--- src/rtl/alu_pkg.sv ---
// Shared definitions for the EX-stage ALU datapath.
//   ALU_WIDTH   : default operand/result width
//   CLA_GROUP   : bits per carry-lookahead group
//   flags_t     : registered adder flags {zero, ovf, cout}
//   FLAGS_RESET : flag values held while in reset (sum == 0, so zero is set)
package alu_pkg;

    localparam int unsigned ALU_WIDTH = 32;
    localparam int unsigned CLA_GROUP = 4;

    typedef struct packed {
        logic zero;
        logic ovf;
        logic cout;
    } flags_t;

    localparam flags_t FLAGS_RESET = '{zero: 1'b1, ovf: 1'b0, cout: 1'b0};

    // Number of lookahead groups needed to cover a given width.
    function automatic int unsigned cla_groups(input int unsigned width);
        return (width + CLA_GROUP - 1) / CLA_GROUP;
    endfunction

endpackage

--- src/rtl/alu_adder_if.sv ---
// Operand/result bundle for alu_adder.
//   master : drives in_valid, a, b, cin; observes the registered results
//   slave  : the adder; consumes operands, drives out_valid, sum, cout, zero, ovf
interface alu_adder_if
    import alu_pkg::*;
#(
    parameter int unsigned WIDTH = ALU_WIDTH
);

    logic             in_valid;
    logic [WIDTH-1:0] a;
    logic [WIDTH-1:0] b;
    logic             cin;
    logic             out_valid;
    logic [WIDTH-1:0] sum;
    logic             cout;
    logic             zero;
    logic             ovf;

    modport master (
        output in_valid, a, b, cin,
        input  out_valid, sum, cout, zero, ovf
    );

    modport slave (
        input  in_valid, a, b, cin,
        output out_valid, sum, cout, zero, ovf
    );

endinterface

--- src/rtl/cla4.sv ---
// 4-bit carry-lookahead group.
//   i_g, i_p  : per-bit generate / propagate
//   i_ci      : carry into the group
//   o_c[4:1]  : carries into bits 1..3 and out of bit 3
//   o_grp_g   : group generate (carry out regardless of i_ci)
//   o_grp_p   : group propagate (carry out follows i_ci)
module cla4 (
    input  logic [3:0] i_g,
    input  logic [3:0] i_p,
    input  logic       i_ci,
    output logic [4:1] o_c,
    output logic       o_grp_g,
    output logic       o_grp_p
);

    assign o_c[1] = i_g[0] | (i_p[0] & i_ci);

    assign o_c[2] = i_g[1]
                  | (i_p[1] & i_g[0])
                  | (i_p[1] & i_p[0] & i_ci);

    assign o_c[3] = i_g[2]
                  | (i_p[2] & i_g[1])
                  | (i_p[2] & i_p[1] & i_g[0])
                  | (i_p[2] & i_p[1] & i_p[0] & i_ci);

    assign o_c[4] = o_grp_g | (o_grp_p & i_ci);

    assign o_grp_g = i_g[3]
                   | (i_p[3] & i_g[2])
                   | (i_p[3] & i_p[2] & i_g[1])
                   | (i_p[3] & i_p[2] & i_p[1] & i_g[0]);

    assign o_grp_p = &i_p;

endmodule

--- src/rtl/alu_adder.sv ---
// Registered WIDTH-bit adder, a + b + cin, with zero and signed-overflow flags.
//   clk   : rising-edge clock
//   rst_n : asynchronous active-low reset
//   bus   : alu_adder_if slave (in_valid/a/b/cin in, out_valid/sum/cout/zero/ovf out)
// One cycle latency, one operation per cycle. Results hold while in_valid is low;
// only out_valid follows in_valid.
module alu_adder
    import alu_pkg::*;
#(
    parameter int unsigned WIDTH = ALU_WIDTH
) (
    input logic         clk,
    input logic         rst_n,
    alu_adder_if.slave  bus
);

    localparam int unsigned NumGroups = cla_groups(WIDTH);
    localparam int unsigned PadWidth  = NumGroups * CLA_GROUP;

    logic [PadWidth-1:0] w_g;
    logic [PadWidth-1:0] w_p;
    logic [PadWidth:0]   w_c;
    logic [4:1]          w_grp_c [NumGroups];
    logic [NumGroups-1:0] w_grp_g;
    logic [NumGroups-1:0] w_grp_p;
    // Each group's own c[4] duplicates the G/P ripple below.
    logic [NumGroups-1:0] w_unused_c4;
    logic [WIDTH-1:0]    w_sum;
    flags_t              w_flags;

    logic                r_valid;
    logic [WIDTH-1:0]    r_sum;
    flags_t              r_flags;

    // Bits beyond WIDTH in the last group are tied to g = p = 0, so no carry
    // is created or passed through them.
    for (genvar i = 0; i < PadWidth; i++) begin : g_bit
        if (i < WIDTH) begin : g_live
            assign w_g[i] = bus.a[i] & bus.b[i];
            assign w_p[i] = bus.a[i] ^ bus.b[i];
        end else begin : g_tie
            assign w_g[i] = 1'b0;
            assign w_p[i] = 1'b0;
        end
    end

    assign w_c[0] = bus.cin;

    for (genvar k = 0; k < NumGroups; k++) begin : g_grp
        cla4 u_cla4 (
            .i_g     (w_g[CLA_GROUP*k +: CLA_GROUP]),
            .i_p     (w_p[CLA_GROUP*k +: CLA_GROUP]),
            .i_ci    (w_c[CLA_GROUP*k]),
            .o_c     (w_grp_c[k]),
            .o_grp_g (w_grp_g[k]),
            .o_grp_p (w_grp_p[k])
        );

        assign w_c[CLA_GROUP*k+1 +: CLA_GROUP-1] = w_grp_c[k][3:1];
        // Group carry ripples to the next group through G/P only.
        assign w_c[CLA_GROUP*(k+1)] = w_grp_g[k] | (w_grp_p[k] & w_c[CLA_GROUP*k]);
        assign w_unused_c4[k]       = w_grp_c[k][4];
    end

    if (PadWidth > WIDTH) begin : g_pad
        logic w_unused_pad;
        assign w_unused_pad = ^w_c[PadWidth:WIDTH+1];
    end

    assign w_sum = w_p[WIDTH-1:0] ^ w_c[WIDTH-1:0];

    always_comb begin
        w_flags      = FLAGS_RESET;
        w_flags.cout = w_c[WIDTH];
        w_flags.zero = (w_sum == '0);
        w_flags.ovf  = (bus.a[WIDTH-1] == bus.b[WIDTH-1]) && (w_sum[WIDTH-1] != bus.a[WIDTH-1]);
    end

    always_ff @(posedge clk or negedge rst_n) begin
        if (!rst_n) begin
            r_valid <= 1'b0;
            r_sum   <= '0;
            r_flags <= FLAGS_RESET;
        end else begin
            r_valid <= bus.in_valid;
            if (bus.in_valid) begin
                r_sum   <= w_sum;
                r_flags <= w_flags;
            end
        end
    end

    assign bus.out_valid = r_valid;
    assign bus.sum       = r_sum;
    assign bus.cout      = r_flags.cout;
    assign bus.zero      = r_flags.zero;
    assign bus.ovf       = r_flags.ovf;

endmodule

--- src/flat_wrapper.sv ---
// flat-port wrapper written by rule: the top's interface ports become plain ports
module alu_adder_flat import alu_pkg::*;
#(
    parameter int unsigned WIDTH = ALU_WIDTH
)
  (clk, rst_n, bus_in_valid, bus_a, bus_b, bus_cin, bus_out_valid, bus_sum, bus_cout, bus_zero, bus_ovf);
  alu_adder_if #(.WIDTH(WIDTH)) bus_i ();
  input logic clk;
  input logic rst_n;
  input wire logic [$bits(bus_i.in_valid)-1:0] bus_in_valid;
  input wire logic [$bits(bus_i.a)-1:0] bus_a;
  input wire logic [$bits(bus_i.b)-1:0] bus_b;
  input wire logic [$bits(bus_i.cin)-1:0] bus_cin;
  output wire logic [$bits(bus_i.out_valid)-1:0] bus_out_valid;
  output wire logic [$bits(bus_i.sum)-1:0] bus_sum;
  output wire logic [$bits(bus_i.cout)-1:0] bus_cout;
  output wire logic [$bits(bus_i.zero)-1:0] bus_zero;
  output wire logic [$bits(bus_i.ovf)-1:0] bus_ovf;
  assign bus_i.in_valid = bus_in_valid;
  assign bus_i.a = bus_a;
  assign bus_i.b = bus_b;
  assign bus_i.cin = bus_cin;
  assign bus_out_valid = bus_i.out_valid;
  assign bus_sum = bus_i.sum;
  assign bus_cout = bus_i.cout;
  assign bus_zero = bus_i.zero;
  assign bus_ovf = bus_i.ovf;
  alu_adder #(.WIDTH(WIDTH)) u_core (.clk(clk), .rst_n(rst_n), .bus(bus_i));
endmodule
--- config.mk ---
export PLATFORM = sky130hd
export DESIGN_NAME = alu_adder_flat
export DESIGN_NICKNAME = d
export VERILOG_FILES = /design/src/rtl/alu_pkg.sv /design/src/rtl/alu_adder_if.sv /design/src/rtl/cla4.sv /design/src/rtl/alu_adder.sv /design/src/flat_wrapper.sv
export SDC_FILE = /design/constraint.sdc
export NUM_CORES = 1
export LEC_CHECK = 0
export ABC_AREA = 1
export CAP_MARGIN = 30
export CORE_MARGIN = 2
export CORE_UTILIZATION = 41
export DETAILED_ROUTE_END_ITERATION = 6
export GPL_ROUTABILITY_DRIVEN = 1
export PLACE_DENSITY = 0.85
export SLEW_MARGIN = 25
export SYNTH_ARGS = -nofsm -noshare
export SYNTH_HDL_FRONTEND = slang
export SYNTH_SLANG_ARGS = --single-unit
export TNS_END_PERCENT = 10
--- constraint.sdc ---
create_clock -name clk -period 1 [get_ports clk]
set_input_delay 0.2 -clock clk [delete_from_list [all_inputs] [get_ports clk]]
set_output_delay 0.2 -clock clk [all_outputs]
set_load 0.01 [all_outputs]
== After elaboration in Yosys (flattened, before gate mapping) ==
Cells that the tools add are included.

* Memory bits (read-only): 0
* Logic and storage cells: 282
* Bits in latches: 0
* Input port bits: 68
* Flip-flop bits (word level): 36
* RAM bits: 0
* Output and inout bits: 36
* Memories: 0

* Multiply operators: 0
* Add/subtract/negate cells: 0
* Equal/unequal tests: 2
* Muxes and demuxes: 0
* Order comparisons: 0
* Bitwise gates (word level): 265
* Shifts and indexed selects: 0
* Divide/modulo/power cells: 0
* Reductions and logical operators: 10

{| class="wikitable"
|+ Operators with widths
! operator !! count
|-
| $and A1 B1 Y1 || 152
|-
| $or A1 B1 Y1 || 80
|-
| $logic_not A32 Y1 || 1
|-
| $reduce_and A4 Y1 || 8
|-
| $xor A1 B1 Y1 || 32
|-
| $xor A32 B32 Y32 || 1
|-
| $eq A1 B1 Y1 || 1
|-
| $logic_and A1 B1 Y1 || 1
|-
| $ne A1 B1 Y1 || 1
|}

== Depth between registers and ports, before layout ==
* Word-level depth: 23
* Depth in mapped cells: 35
* Depth with buffers taken out: 35

== Modules after synthesis ==
A second synthesis with hierarchy kept.

* Cells, all modules: 404
* Area total of the unflattened synthesis: 3,079.2 um^2

{| class="wikitable"
|+ By module, submodules not included
! module !! cells an instance !! area an instance (um^2) !! instances !! seq. area each (um^2)
|-
| alu_adder || 252 || 2,278.4 || 1 || 902.1
|-
| cla4 || 19 || 100.1 || 8 || 0.0
|}

== Worst setup path before layout ==
Ideal clock, no wire load.

* Path type: input to register
* Start: input port bus_b[1]
* End: register u_core.r_flags, in the netlist u_core.bus.zero
* Stages: 35
* Data required time: 0.939 ns
* Library setup time: 0.061 ns
* Slack: -2.219 ns
* Path buffers: 0
* Data arrival time: 3.158 ns
* Cells stage by stage: ha_1 > inv_2 > nand2_2 > nand3_2 > nand2_2 > nand2_2 > nand2_2 > nand2_2 > nand2_2 > nand2_2 > nand2_4 > nand2_4 > nand2_4 > nand2_4 > nand2_4 > nand2_4 > nand2_4 > fa_1 > nor2_1 > nand2_1 > nor2_1 > nand2_1 > nor2_1 > nand3_1 > nor2_1 > nand3_1 > nor2_1 > nand2_1 > nor2_1 > nand3_1 > nor2_1 > nand4_1 > nor2_1 > nand2_1 > nand2_1

* Elaborated cells on any way between the ends: 79
* Those cells by class: bitwise: 77; reduce/logical: 2

{| class="wikitable"
|+ RTL lines
! element !! line !! RTL
|-
| start: declaration || flat_wrapper.sv:12 || <nowiki>input wire logic [$bits(bus_i.b)-1:0] bus_b;</nowiki>
|-
| $and A1 B1 Y1 / $xor A1 B1 Y1 (equally long branches) || alu_adder.sv:39, alu_adder.sv:40 ||
|-
| $and A1 B1 Y1 (on tied branches) || cla4.sv:31, cla4.sv:32 ||
|-
| $or A1 B1 Y1 / $and A1 B1 Y1 (equally long branches) || cla4.sv:31, cla4.sv:32 ||
|-
| $or A1 B1 Y1 || cla4.sv:32 || <nowiki>| (i_p[3] & i_p[2] & i_p[1] & i_g[0]);</nowiki>
|-
| $or A1 B1 Y1 (*) || alu_adder.sv:61 || <nowiki>assign w_c[CLA_GROUP*(k+1)] = w_grp_g[k] | (w_grp_p[k] & w_c[CLA_GROUP*k]);</nowiki>
|-
| $and A1 B1 Y1 (*) || alu_adder.sv:61 ||
|-
| $or A1 B1 Y1 (*) || alu_adder.sv:61 ||
|-
| $and A1 B1 Y1 (*) || alu_adder.sv:61 ||
|-
| [4 not listed] || -- ||
|-
| $or A1 B1 Y1 (*) || alu_adder.sv:61 ||
|-
| $and A1 B1 Y1 (*) || alu_adder.sv:61 ||
|-
| $or A1 B1 Y1 (*) || alu_adder.sv:61 ||
|-
| $and A1 B1 Y1 (*) || alu_adder.sv:61 ||
|-
| $or A1 B1 Y1 (*) || alu_adder.sv:61 ||
|-
| $xor A32 B32 Y32 (*) || alu_adder.sv:70 || <nowiki>assign w_sum = w_p[WIDTH-1:0] ^ w_c[WIDTH-1:0];</nowiki>
|-
| named net u_core.w_sum[28] || alu_adder.sv:28 || <nowiki>logic [WIDTH-1:0] w_sum;</nowiki>
|-
| $logic_not A32 Y1 (*) || alu_adder.sv:75 || <nowiki>w_flags.zero = (w_sum == '0);</nowiki>
|-
| end signal: assignment || alu_adder.sv:88 || <nowiki>r_flags <= w_flags;</nowiki>
|-
| end: declaration || alu_adder.sv:33 || <nowiki>flags_t r_flags;</nowiki>
|}

Mark *: on every way through the listed nets, which the timed path passes. The rest lies on a longest branch.
A chain may end at the register's enable or synchronous reset.

== Worst setup path after layout ==
* Start: input port bus_b[7]
* End: register u_core.r_flags, in the netlist u_core.bus.zero

* Elaborated cells on any way between the ends: 61
* Those cells by class: bitwise: 59; reduce/logical: 2

{| class="wikitable"
|+ RTL lines
! element !! line !! RTL
|-
| $xor A1 B1 Y1 || alu_adder.sv:40 || <nowiki>assign w_p[i] = bus.a[i] ^ bus.b[i];</nowiki>
|-
| $and A1 B1 Y1 (on tied branches) || cla4.sv:30, cla4.sv:31, cla4.sv:32 ||
|-
| $or A1 B1 Y1 (tied with other cells) || cla4.sv:30 || <nowiki>| (i_p[3] & i_g[2])</nowiki>
|-
| $or A1 B1 Y1 / $and A1 B1 Y1 (equally long branches) || cla4.sv:31, cla4.sv:32 ||
|-
| $or A1 B1 Y1 || cla4.sv:32 ||
|-
| $or A1 B1 Y1 (*) || alu_adder.sv:61 ||
|-
| $and A1 B1 Y1 (*) || alu_adder.sv:61 ||
|-
| $or A1 B1 Y1 (*) || alu_adder.sv:61 ||
|-
| [3 not listed] || -- ||
|-
| $or A1 B1 Y1 (*) || alu_adder.sv:61 ||
|-
| $and A1 B1 Y1 (*) || alu_adder.sv:61 ||
|-
| $or A1 B1 Y1 (*) || alu_adder.sv:61 ||
|-
| $and A1 B1 Y1 (*) || alu_adder.sv:61 ||
|-
| $or A1 B1 Y1 (*) || alu_adder.sv:61 ||
|-
| $xor A32 B32 Y32 (*) || alu_adder.sv:70 ||
|-
| named net u_core.w_sum[28] || alu_adder.sv:28 ||
|-
| $logic_not A32 Y1 (*) || alu_adder.sv:75 ||
|}

Marked as above.

==> metrics.cfg <==
[pwr]
p_int_w=0.004113
power.leakage_nw=2.767
p_sw_share_pct=35.80
powerDensity_mw_per_mm2=1189
p_clk_share_pct=19.9
p_seq_share_pct=29.2
irDropWorstVdd_mv=0.8204
combPwrFrac_pct=50.9
power_switching_w=0.002294

[sta]
final-setup-viol-count=67
skew_ns=0
min_period_ns=3.231
setup_tns_ns=-28.30
fin_hold_ws_ns=0.4131
tightestPinTransition_ns=0.3596
fin_ws_ns=-2.231
min_period_over_period_pct=323.1
hold_viol=0
slew_headroom_pct=76.03
rsz0062_at_grt=yes
max_freq_mhz=309.5
slew_viol_final=0

[clocking]
clk_pin_slew_worst_paths_ns=0.08
cts_max_path_buffers=2
cts_sinks=36
tritoncts=yes
clk_latency_ns=0.29
clockRootBuffer=clkbuf_8
htreeDepth=2
numCtsBuffers=5

[cells_and_area]
nets=692
diodes=0
final_area_mm2=0.005390
nFillCells=433
drive_gt1_share_pct=47.69
synthToLayoutAreaGrowth_pct=87.96

[global_routing]
grt_util_all_layers_pct=26.99
grt_pass1_vias=3666
gr-total-overflow=0
grt_start_max_net_pins=38
grt_first_pass_wirelength_um=16360
antenna_found_initial=0

[die]
dieArea_mm2=0.007680
start_util_pct=42.21
core_mm2=0.006794
die_h_um=87.64
dieWidth_um=87.64
pin_count=104
rows=30

[worst_setup_path]
cp_common_cell=nand2_4
endpoint=u_core.bus.zero
worst_setup_path_end_kind=register
ff2ff_setup_slack_ns=0.16
rr_endpoint=u_core.bus.sum[31]
setup.worst_path.start=bus_b[7]
critPathLaunchType=input pin
reg2reg_depth=3
slowest_stage=fa_2
worstPathMaxFanout=4
arrival_ns=3.46
required_ns=1.23
max_stage_delay_ns=0.48
crit_type=in2reg
r2r_start=u_core.bus.sum[31]

[routing]
totalWireLength_um=10630
dr.pass1.iters=4
vias_per_cell=4.990
drt-initial-drc-count=121
drc_errors=0
wire_per_inst_um=15.61
vias=3398
postRouteAntennaNets=0

[placement]
dp_hpwl_um=7099
portBuffers=103
dp_slack_ns=-2.910
dpl-instance-area_mm2=0.004690
place_congestion=0.7991

[synthesis]
synthCells=379
synth_seq_cells=36
synth_warnings=0
ys_seq_area_share_pct=31.46
ys_types=24
synth_fp_nets=487
netlist_area_mm2=0.002868
syn-mean-instance-area_um2=7.567

[job]
max-cap-violations=0

[run_status]
status=finished with violations
violations=negative setup slack

[worst_hold_path]
min_path_type=in2async

[power by group through the flow]
| stage | combinational [W] | clock, W | sequential, W |
|---|---|---|---|
| 2_1_floorplan | 0.00105 | 0 | 0.00197 |
| 3_3_place_gp | 0.00266 | 0 | 0.00187 |
| 3_5_place_dp | 0.00276 | 0 | 0.00188 |
| 4_1_cts | 0.00291 | 0.00127 | 0.00186 |
| 5_1_grt | 0.00354 | 0.00134 | 0.00189 |
| 6_report | 0.00326 | 0.00128 | 0.00187 |
[sequential cells by signal, indices dropped and copies added (netlist names)]
| signal | cells |
|---|---|
| u_core.bus.cout | 1 |
| u_core.bus.out_valid | 1 |
| u_core.bus.ovf | 1 |
| u_core.bus.zero | 1 |
| u_core.bus.sum | 32 |
[how the worst min path moves through the flow]
stage	start	end	cells after the start
final	rst_n	u_core.bus.sum[1]	3
after global routing	rst_n	u_core.bus.sum[1]	3
after CTS	rst_n	u_core.bus.sum[0]	3
after detailed placement	rst_n	u_core.bus.sum[0]	2
after global placement	rst_n	u_core.bus.sum[0]	2
after floorplan	rst_n	u_core.bus.cout	0
[cells by family after synthesis]
kind of cell / synth area share [%]
buf+inv: 5.760
flops: 31.46
simple gates: 33.29
xor+xnor: 2.749
compound gates: 7.199
fa+ha+maj: 19.55
[per-stage QoR]
step	util, %	total power [W]	instances
floorplan	-	0.003023	379
global placement	69.02	0.004530	647
detailed placement	69.02	0.004648	647
CTS	74.95	0.006040	682
global route	79.34	0.006770	681
finish	79.34	0.006407	681
[cell usage after synthesis (all sizes together)]
cell | number | share of area [%]
o21ai | 15 | 2.6
nand4 | 2 | 0.44
fa | 8 | 5.6
a21oi | 14 | 2.6
dfstp | 1 | 0.92
a31oi | 8 | 1.7
nor3 | 7 | 1.2
xor2 | 6 | 1.8
clkbuf | 7 | 0.92
nand3 | 23 | 4.5
o21bai | 1 | 0.26
xnor2 | 3 | 0.92
ha | 32 | 14
nand2 | 140 | 21
dfrtp | 35 | 31
inv | 37 | 4.8
nor2 | 36 | 4.7
or2 | 1 | 0.22
nand3b | 3 | 0.79
[worst max-delay path, delay by kind of cell]
| family | cells | cell delay (ns) |
|---|---|---|
| fa+ha+maj | 2 | 0.73 |
| simple gates | 30 | 2.28 |
| buf+inv | 1 | 0.10 |
| compound gates | 1 | 0.13 |
[repair_timing]
item | CTS | global route
gates resized for setup | 320 | 79
endpoints found under the hold margin | 35 | 0
pin swaps | 67 | 61
buffers inserted | 27 | 11
hold buffers | 1 | 0
setup endpoints to repair | 71 | 71
[metal layers]
layer,vias up,routed length [um],global-route usage (%)
met1,1589,3660,27.46
met3,54,482,4.807
met2,128,5977,53.44
li1,1627,-,-
met5,-,0,0
met4,0,508,10.91
[placed cells by master, fill, tap and decap left out, types with 4 or more instances in the layout]
| cell | count |
|---|---|
| clkdlybuf4s50_1 | 20 |
| nor2_1 | 31 |
| a21oi_4 | 4 |
| o21ai_1 | 8 |
| dlygate4sd2_1 | 13 |
| fa_1 | 4 |
| nand2_2 | 16 |
| nand3_2 | 7 |
| nand3_1 | 13 |
| fa_2 | 4 |
| buf_2 | 34 |
| nand2_1 | 108 |
| clkbuf_8 | 5 |
| inv_2 | 6 |
| dlymetal6s2s_1 | 8 |
| ha_1 | 9 |
| ha_4 | 20 |
| a21oi_2 | 9 |
| o21ai_0 | 5 |
| nand2_4 | 16 |
| dfrtp_1 | 35 |
| a31oi_1 | 6 |
| inv_1 | 28 |
| buf_6 | 31 |
| buf_4 | 91 |
| xor2_2 | 4 |
[final cells by class]
type / count / area (um^2) / share of cell area (%)
Clock buffer: 6 / 72.57 / 1.346
Clock inverter: 2 / 35.03 / 0.6500
Inverter: 37 / 146.4 / 2.716
Multi-Input combinational cell: 299 / 2422 / 44.94
Sequential cell: 36 / 902.1 / 16.74
Tap cell: 96 / 120.1 / 2.228
Timing Repair Buffer: 205 / 1692 / 31.38
No activity file was read; power rests on OpenSTA's default activity.
